**config.mk**
```make
export PLATFORM = sky130hd
export DESIGN_NAME = inv_sqrt_nr
export DESIGN_NICKNAME = d
export VERILOG_FILES = /design/src/rtl/inv_sqrt_nr.sv
export SDC_FILE = /design/constraint.sdc
export NUM_CORES = 2
export LEC_CHECK = 0
export ABC_AREA = 1
export ABC_CLOCK_PERIOD_IN_PS = 12300
export BUFFER_PORTS_ARGS = -buffer_cell sky130_fd_sc_hd__buf_4
export CORE_ASPECT_RATIO = 1.5
export CORE_MARGIN = 2
export CORE_UTILIZATION = 50
export CTS_CLUSTER_SIZE = 24
export DETAILED_ROUTE_END_ITERATION = 8
export GPL_ROUTABILITY_DRIVEN = 0
export PLACE_DENSITY = 0.65
export SLEW_MARGIN = 10
export SYNTH_ARGS = -nofsm -noshare
export SYNTH_HDL_FRONTEND = slang
export SYNTH_SLANG_ARGS = --single-unit
```
**constraint.sdc**
```tcl
create_clock -name clk -period 12.3 [get_ports clk]
set_input_delay 2.46 -clock clk [delete_from_list [all_inputs] [get_ports clk]]
set_output_delay 2.46 -clock clk [all_outputs]
set_load 0.05 [all_outputs]
```
**src/rtl/inv_sqrt_nr.sv**
```systemverilog
// Handshaked fixed-point 1/sqrt(x): even-shift range reduction, linear seed,
// NR_ITERS Newton-Raphson steps on one shared multiplier, exact power-of-two rescale.
module inv_sqrt_nr #(
   parameter int WIDTH     = 32,
   parameter int FRAC_BITS = 24,
   parameter int NR_ITERS  = 3
) (
   input  logic             clk,
   input  logic             rst,
   input  logic             in_valid,
   output logic             in_ready,
   input  logic [WIDTH-1:0] x,
   output logic             out_valid,
   input  logic             out_ready,
   output logic [WIDTH-1:0] inv_sqrt,
   output logic             out_err
);

   localparam logic [2:0] IDLE   = 3'd0;
   localparam logic [2:0] NORM   = 3'd1;
   localparam logic [2:0] SEED   = 3'd2;
   localparam logic [2:0] MUL_SQ = 3'd3;
   localparam logic [2:0] MUL_X  = 3'd4;
   localparam logic [2:0] MUL_Y  = 3'd5;
   localparam logic [2:0] SCALE  = 3'd6;
   localparam logic [2:0] DONE   = 3'd7;

   localparam logic [WIDTH-1:0] C0 = WIDTH'($rtoi(1.41421356 * (2.0 ** FRAC_BITS) + 0.5));
   localparam logic [WIDTH-1:0] C1 = WIDTH'($rtoi(0.275 * (2.0 ** FRAC_BITS) + 0.5));
   localparam logic [WIDTH-1:0] FP_ONE     = WIDTH'(1) << FRAC_BITS;
   localparam logic [WIDTH-1:0] THREE_HALF = WIDTH'(3) << (FRAC_BITS - 1);
   localparam logic [2:0]       LAST_ITER  = 3'(NR_ITERS - 1);

   logic [2:0]        state;
   logic [WIDTH-1:0]  x_r, xn, y, t;
   logic signed [7:0] k;
   logic              zero;
   logic [2:0]        iter;

   logic [WIDTH-1:0]    mul_a, mul_b, mres;
   logic [2*WIDTH-1:0]  prod;
   logic signed [7:0]   k_norm;
   logic [7:0]          sh_norm, sh_scale;
   logic [WIDTH-1:0]    xn_norm, r_scale;
   logic [WIDTH+15:0]   wide;
   logic                sat;

   function automatic logic [7:0] lead_one(input logic [WIDTH-1:0] v);
      lead_one = 8'd0;
      for (int i = 0; i < WIDTH; i++) begin
         if (v[i]) lead_one = 8'(i);
      end
   endfunction

   // Shared multiplier operand selection; result keeps the same Q format by truncation
   always_comb begin
      mul_a = '0;
      mul_b = '0;
      case (state)
         SEED:    begin mul_a = xn; mul_b = C1; end
         MUL_SQ:  begin mul_a = y;  mul_b = y;  end
         MUL_X:   begin mul_a = t;  mul_b = xn; end
         MUL_Y:   begin mul_a = y;  mul_b = THREE_HALF - (t >> 1); end
         default: begin mul_a = '0; mul_b = '0; end
      endcase
      prod = {{WIDTH{1'b0}}, mul_a} * {{WIDTH{1'b0}}, mul_b};
      mres = prod[FRAC_BITS +: WIDTH];
   end

   // Range reduction by an even shift (2k) and the matching rescale by k
   always_comb begin
      k_norm = ($signed(lead_one(x_r)) - $signed(8'(FRAC_BITS)) + 8'sd1) >>> 1;
      if (k_norm > 8'sd0) begin
         sh_norm = 8'(k_norm <<< 1);
         xn_norm = x_r >> sh_norm;
      end else begin
         sh_norm = 8'((-k_norm) <<< 1);
         xn_norm = x_r << sh_norm;
      end
      wide = '0;
      if (k > 8'sd0) begin
         sh_scale = 8'(k);
         r_scale  = y >> sh_scale;
         sat      = 1'b0;
      end else begin
         sh_scale = 8'(-k);
         wide     = {16'd0, y} << sh_scale;
         sat      = |wide[WIDTH+15:WIDTH];
         r_scale  = sat ? {WIDTH{1'b1}} : wide[WIDTH-1:0];
      end
   end

   // Control FSM, datapath registers and registered handshake outputs
   always_ff @(posedge clk or posedge rst) begin
      if (rst) begin
         state     <= IDLE;
         x_r       <= '0;
         xn        <= '0;
         y         <= '0;
         t         <= '0;
         k         <= 8'sd0;
         zero      <= 1'b0;
         iter      <= 3'd0;
         in_ready  <= 1'b0;
         out_valid <= 1'b0;
         inv_sqrt  <= '0;
         out_err   <= 1'b0;
      end else begin
         case (state)
            IDLE: begin
               if (in_valid && in_ready) begin
                  x_r      <= x;
                  in_ready <= 1'b0;
                  state    <= NORM;
               end else begin
                  in_ready <= 1'b1;
               end
            end
            NORM: begin
               iter <= 3'd0;
               if (x_r == '0) begin
                  zero <= 1'b1;
                  xn   <= FP_ONE;
                  k    <= 8'sd0;
               end else begin
                  zero <= 1'b0;
                  xn   <= xn_norm;
                  k    <= k_norm;
               end
               state <= SEED;
            end
            SEED: begin
               y     <= C0 - mres;
               state <= MUL_SQ;
            end
            MUL_SQ: begin
               t     <= mres;
               state <= MUL_X;
            end
            MUL_X: begin
               t     <= mres;
               state <= MUL_Y;
            end
            MUL_Y: begin
               y <= mres;
               if (iter == LAST_ITER) begin
                  state <= SCALE;
               end else begin
                  iter  <= iter + 3'd1;
                  state <= MUL_SQ;
               end
            end
            SCALE: begin
               // A zero operand forces the saturated code whatever NR produced
               inv_sqrt  <= (zero || sat) ? {WIDTH{1'b1}} : r_scale;
               out_err   <= zero | sat;
               out_valid <= 1'b1;
               state     <= DONE;
            end
            DONE: begin
               if (out_ready) begin
                  out_valid <= 1'b0;
                  in_ready  <= 1'b1;
                  state     <= IDLE;
               end else begin
                  out_valid <= 1'b1;
               end
            end
            default: state <= IDLE;
         endcase
      end
   end

endmodule

```
After elaboration in Yosys (flattened, before gate mapping)
Cells that the tools add are included.
{ "word_totals": {"input_bits": 36, "out_inout_bits": 35, "ff_bits": 178} }
{ "classes": {"shifts": 4, "bitwise": 1, "n_addsub": 7, "eq_ne": 11, "reduce_logical": 15, "muxes": 53, "multipliers": 1, "magnitude_cmp": 2} }
{ "op_table": {"columns": ["operator", "count"], "rows": [
  ["$mux W8", 31],
  ["$mux W32", 5],
  ["$pmux W32 S4", 1],
  ["$pmux W32 S3", 1],
  ["$pmux W32 S2", 1],
  ["$shr A32 B8 Y32", 2],
  ["$mul A32 B32 Y56", 1],
  ["$shl A32 B8 Y48", 1],
  ["$logic_not A32 Y1", 1],
  ["$shl A32 B8 Y32", 1],
  ["$sub A25 B31 Y32 const A", 1],
  ["$sub A25 B32 Y32 const A", 1],
  ["$pmux W3 S8", 1],
  ["$reduce_or A16 Y1", 1],
  ["$eq A3 B3 Y1 const B", 4],
  ["$mux W3", 4],
  ["$eq A3 B2 Y1 const B", 3],
  ["$add A8 B2 Y8 const B", 1],
  ["$gt A8 B1 Y1 const B", 1],
  ["$neg A8 Y8", 1],
  ["$reduce_and A2 Y1", 4],
  ["$reduce_bool A2 Y1", 4],
  ["$sub A8 B6 Y8 const B", 1],
  ["$gt A7 B1 Y1 const B", 1],
  ["other kinds (12)", 21]
]} }

Depth between registers and ports, before layout
{ "logic_depth": {"depth_word": 37, "depth_mapped": 62} }

Least setup slack after synthesis
OpenSTA, ideal clock, no wires.
{ "synth_path": {"kind": "flip-flop to flip-flop", "from": "register t[1]", "to": "register y[29]", "path_slack_ps": 2539, "synth_period_minus_slack_ps": 9761, "arrival_time_ps": 9645, "path_buffers": 1, "required_ps": 12184, "stages_incl_launch_ff": 59, "path_cell_list": "dfrtp_1 nor3_4 nand4_1 or2_1 or2_4 nor2_2 inv_2 nor2_4 inv_1 nor3_1 inv_1 nor2_1 inv_1 nor2_1 inv_1 nor2_1 inv_1 o211ai_1 (+23 left out) nand3_1 o21ai_2 nand3_1 o311ai_1 a21o_2 xor2_2 inv_2 nor3_2 and3_1 nand3_1 nand2_1 nand2_1 nand2_1 nand2_1 nand2_1 nand2_1 nand2_1 nand2_1"} }
{ "synth_via": {"elab_chain_cells": 5, "word_cells_on_any_way": 6, "cone_classes": "add/sub: 2; mul: 1; mux: 3"} }
{ "synth_lines": {"columns": ["item", "line_no", "source"], "rows": [
  ["start: declaration", "35", "logic [WIDTH-1:0] x_r, xn, y, t;"],
  ["start signal: assignment", "137", "t <= mres;"],
  ["start signal: assignment", "141", "t <= mres;"],
  ["$sub A25 B31 Y32", "63", "MUL_Y: begin mul_a = y; mul_b = THREE_HALF - (t >> 1); end"],
  ["$pmux W32 S4", "59", "case (state)"],
  ["$mul A32 B32 Y56 (*)", "66", "prod = {{WIDTH{1'b0}}, mul_a} * {{WIDTH{1'b0}}, mul_b};"],
  ["$sub A25 B32 Y32", "133", "y <= C0 - mres;"],
  ["$pmux W32 S2 (*)", "109", "case (state)"],
  ["end signal: assignment", "133", null],
  ["end signal: assignment", "145", "y <= mres;"],
  ["end: declaration", "35", null]
]} }
Every way passes the cells marked *; elsewhere a longest branch is shown, timed or not.
A chain may end at the register's enable or synchronous reset.

Final worst setup path
{ "layout_path": {"from": "register state[0]", "to": "register y[26]"} }
{ "layout_via": {"elab_chain_cells": 6, "word_cells_on_any_way": 11, "cone_classes": "add/sub: 1; mul: 1; eq/ne: 4; mux: 3; reduce/logical: 2"} }
{ "layout_lines": {"columns": ["item", "line_no", "source"], "rows": [
  ["start: declaration", "34", "logic [2:0] state;"],
  ["start signal: assignment", "96", "state <= IDLE;"],
  ["start signal: assignment", "114", "state <= NORM;"],
  ["start signal: assignment", "130", "state <= SEED;"],
  ["$eq A3 B3 Y1 or $eq A3 B2 Y1 (tied branches)", "59, 109", null],
  ["$reduce_or A2 Y1 (no source line)", null, null],
  ["$pmux W32 S3", "59", null],
  ["$mul A32 B32 Y56", "66", null],
  ["$sub A25 B32 Y32", "133", null],
  ["$pmux W32 S2", "109", null]
]} }
Parallel ways exist; a longest one is shown, timed or not.

==> impl_summary.log <==
INFO  metric ys_warn_count = 0
INFO  metric ys_dominant_reg_cell = sky130_fd_sc_hd__dfrtp_1
INFO  metric total_neg_setup_slack = 0 ps
INFO  metric track_usage = 38.9%
INFO  metric fin_max_slew_vios = 0
INFO  metric async_flop_share = 100%
INFO  metric antenna_found_initial = 10
INFO  metric worst_setup_path_start_kind = flop
INFO  metric route.vias.total = 43,900
INFO  metric clock_latency = ~500 ps
INFO  metric detail_route.first_pass.iterations = 9
INFO  metric timing.slew.headroom = 24.2%
INFO  metric startpoint_of_the_most_critical_register_to_register_path = state[0]$_DFFE_PP0P_
INFO  metric route.detailed.wl_per_inst = 24.4 um
INFO  metric num-fill-cells = 8,965
INFO  metric hold_crit_path_type = reg2reg
INFO  metric ant_nets = 0
INFO  metric portion_of_the_clock_cycle_consumed_by_the_worst_path_in_the_final_layout = 95.8%
INFO  metric total_grt_overflow = 0
INFO  metric tritoncts.num_buffers = 17
INFO  metric cts_max_level = 4
INFO  metric die_y = ~380 um
INFO  metric cp_data_required_time = ~13,000 ps
INFO  metric maxClockFrequency = 84.8 MHz
INFO  metric io_buffers = 70
INFO  metric post_synth_instance_area = 0.0462 sq mm
INFO  metric multi_input_area = 0.0357 sq mm
INFO  metric grt_max_degree = 70
INFO  metric synth_cells = between 6,000 and 7,000
INFO  metric max-cap-violations = 0
INFO  metric max_slew.worst_pin.slew = ~1100 ps
INFO  metric critPathCaptureType = flop
INFO  metric io_pins = 71
INFO  metric synth.area.top_cells = sky130_fd_sc_hd__fa_1, sky130_fd_sc_hd__nand2_1, sky130_fd_sc_hd__inv_1
INFO  metric min-delay-start = xn[16]$_DFFE_PP0P_
INFO  metric cpPeakStageDelay = 820 ps
INFO  metric cp_slowest_cell = sky130_fd_sc_hd__inv_1
INFO  metric synthDominantAreaCellType = sky130_fd_sc_hd__fa_1
INFO  metric post_drt_via_cell_ratio = slightly below 6
INFO  metric drt_iter0_markers = 4,426
INFO  metric seq_area_frac_synth = under 10%
INFO  metric synth.most_common_cell = sky130_fd_sc_hd__nand2_1
INFO  metric area_added_between_synthesis_and_finish = 5.74%
INFO  metric worst_setup_hold_path_clk_slew = 80 ps
INFO  metric final.min_clock_period = 11,790 ps
INFO  metric floorplan.initialDensity = between 50% and 60%
INFO  metric route.final.wire_length = approximately 180,000 um
INFO  metric drive_gt1_share = 5.59%
INFO  metric number_of_global_route_vias_before_repair = around 45,000
INFO  metric clock_sink_count = 177
INFO  metric total_nets_after_synthesis = 7,432
INFO  metric post_synth_top_area_share = 37.6%
INFO  metric crit_arrival = 12,180 ps
INFO  metric die_outline_width = ~250 um
INFO  metric number_of_remaining_drc_errors = 0
INFO  metric setup_skew = 18.3 ps
INFO  metric critical-path-top-cell-by-count = sky130_fd_sc_hd__fa_1
INFO  metric tritoncts = yes
INFO  metric outcome = completed
INFO  metric finalHoldViolations = 0
INFO  metric synth_enable_flop_cells = 0
INFO  metric ctsLongestPathBuffers = 2
INFO  metric first_pass_grt_wire_length = 271,000 um
INFO  metric placeableCoreArea = 0.0917 sq mm
INFO  metric seqCellArea = around 0.0044 sq mm
INFO  metric root_buffer = sky130_fd_sc_hd__clkbuf_16
INFO  metric rsz_0062_raised_after_global_routing = no
INFO  metric finalSetupViolCount = 0
INFO  metric hpwl = 142,000 um
INFO  metric critPathKind = reg2reg
INFO  metric crit_path_start = state[0]$_DFFE_PP0P_
INFO  metric critPathMaxFanout = 23
INFO  metric fin_nets = 7,372
INFO  metric rows = 136
INFO  metric design.die.area = 0.0950 sq mm
INFO  metric ys_seq_elements = 177
INFO  metric synth_common_cells = sky130_fd_sc_hd__nand2_1, sky130_fd_sc_hd__inv_1, sky130_fd_sc_hd__fa_1
INFO  metric netlist-cell-type-count = 67
INFO  metric synthesis.area_per_instance = 7.33 sq um
INFO  metric cts_hold_repair.buffers = 0
-- logic make-up after synthesis --
family / share of synthesized area [%]
xor gates and xnor gates: 1.40
DFF: 9.58
muxes: 0.714
buffers and inverters: 13.4
and+or+nand+nor: 21.5
AOI/OAI and AO/OA: 9.85
adders and majority gates: 43.6
-- cell usage in the layout (no fill, tap or decap), types with 11 or more instances in the layout --
| cell type | n |
|---|---|
| sky130_fd_sc_hd__fa_1 | 869 |
| sky130_fd_sc_hd__nor3_1 | 24 |
| sky130_fd_sc_hd__nand2_1 | 1521 |
| sky130_fd_sc_hd__inv_2 | 17 |
| sky130_fd_sc_hd__nand3_1 | 223 |
| sky130_fd_sc_hd__xor2_1 | 40 |
| sky130_fd_sc_hd__o21ai_1 | 13 |
| sky130_fd_sc_hd__nor2_1 | 645 |
| sky130_fd_sc_hd__nand2_2 | 11 |
| sky130_fd_sc_hd__o21a_1 | 11 |
| sky130_fd_sc_hd__a21oi_1 | 187 |
| sky130_fd_sc_hd__clkinv_1 | 18 |
| sky130_fd_sc_hd__buf_4 | 223 |
| sky130_fd_sc_hd__clkbuf_16 | 17 |
| sky130_fd_sc_hd__a31oi_1 | 24 |
| sky130_fd_sc_hd__o21ai_0 | 392 |
| sky130_fd_sc_hd__inv_1 | 1303 |
| sky130_fd_sc_hd__o32ai_1 | 22 |
| sky130_fd_sc_hd__o221ai_1 | 15 |
| sky130_fd_sc_hd__xnor2_1 | 16 |
| sky130_fd_sc_hd__nand4_1 | 28 |
| sky130_fd_sc_hd__dfrtp_1 | 176 |
| sky130_fd_sc_hd__o22ai_1 | 57 |
| sky130_fd_sc_hd__a221oi_1 | 13 |
| sky130_fd_sc_hd__a21oi_2 | 11 |
| sky130_fd_sc_hd__ha_1 | 220 |
| sky130_fd_sc_hd__mux2i_1 | 33 |
-- worst paths after layout --
kind                       slack (ps)  depth (start not counted)             endpoint
max in group asynchronous        9080                          3    t[14]$_DFFE_PP0P_
min reg2reg                       480                          2   xn[16]$_DFFE_PP0P_
min in group asynchronous        1930                          2  x_r[24]$_DFFE_PP0P_
max reg2reg                       510                         42    y[26]$_DFFE_PP0P_
min                               480                          2   xn[16]$_DFFE_PP0P_
max                               510                         42    y[26]$_DFFE_PP0P_
-- flip-flops by register name (all words and copies together), names as in the netlist --
register   count
in_ready       1
inv_sqrt      32
iter           3
k              7
out_err        1
out_valid      1
state          3
t             32
x_r           32
xn            32
y             32
zero           1
-- area by class of cell --
| type | instances | share of cell area, % |
|---|---|---|
| multi-input combinational | 4486 | 73.0 |
| inverter | 1341 | 10.3 |
| sequential | 177 | 9.06 |
| timing repair buffer | 224 | 3.46 |
| tap | 1173 | 3.00 |
| clock buffer | 19 | 0.906 |
| clock inverter | 13 | 0.281 |
| antenna | 3 | 0.0154 |
-- routing by layer --
metal / GRT usage [%] / wire length [um] / up-vias
met5: 0 / 125 / -
met4: 35.2 / 20700 / 20
met3: 9.92 / 17700 / 1080
met2: 63.9 / 85000 / 2690
met1: 41.1 / 57700 / 21300
li1: - / - / 18800
-- through the flow --
stage	util, %	hold slack (ps)	setup slack (ps)	instances	instance area [sq um]
after CTS	53.3	490	837	7433	48900
after global placement	52.7	465	810	7401	48300
after detailed placement	52.7	469	867	7401	48300
after global routing	53.3	515	157	7433	48900
final	53.3	484	511	7436	48900
after floorplan	-	449	2540	6307	46200
-- worst max-delay path: cells and delay by family (launching register included) --
| family | cells | cell delay, ps |
|---|---|---|
| AO/OA/AOI/OAI | 10 | 1790 |
| XOR/XNOR | 1 | 470 |
| adder cells (fa/ha/maj) | 10 | 4300 |
| buffers and inverters | 9 | 2290 |
| flip-flops | 1 | 390 |
| AND/OR/NAND/NOR | 12 | 2390 |
-- repair_timing --
action	in CTS	in global routing
buffers inserted	0	0
endpoints found under the setup margin	0	1
gates resized for setup	0	1
Power is not shown: default switching activity piles up to over one toggle a cycle in this logic, so the estimate is an artifact.
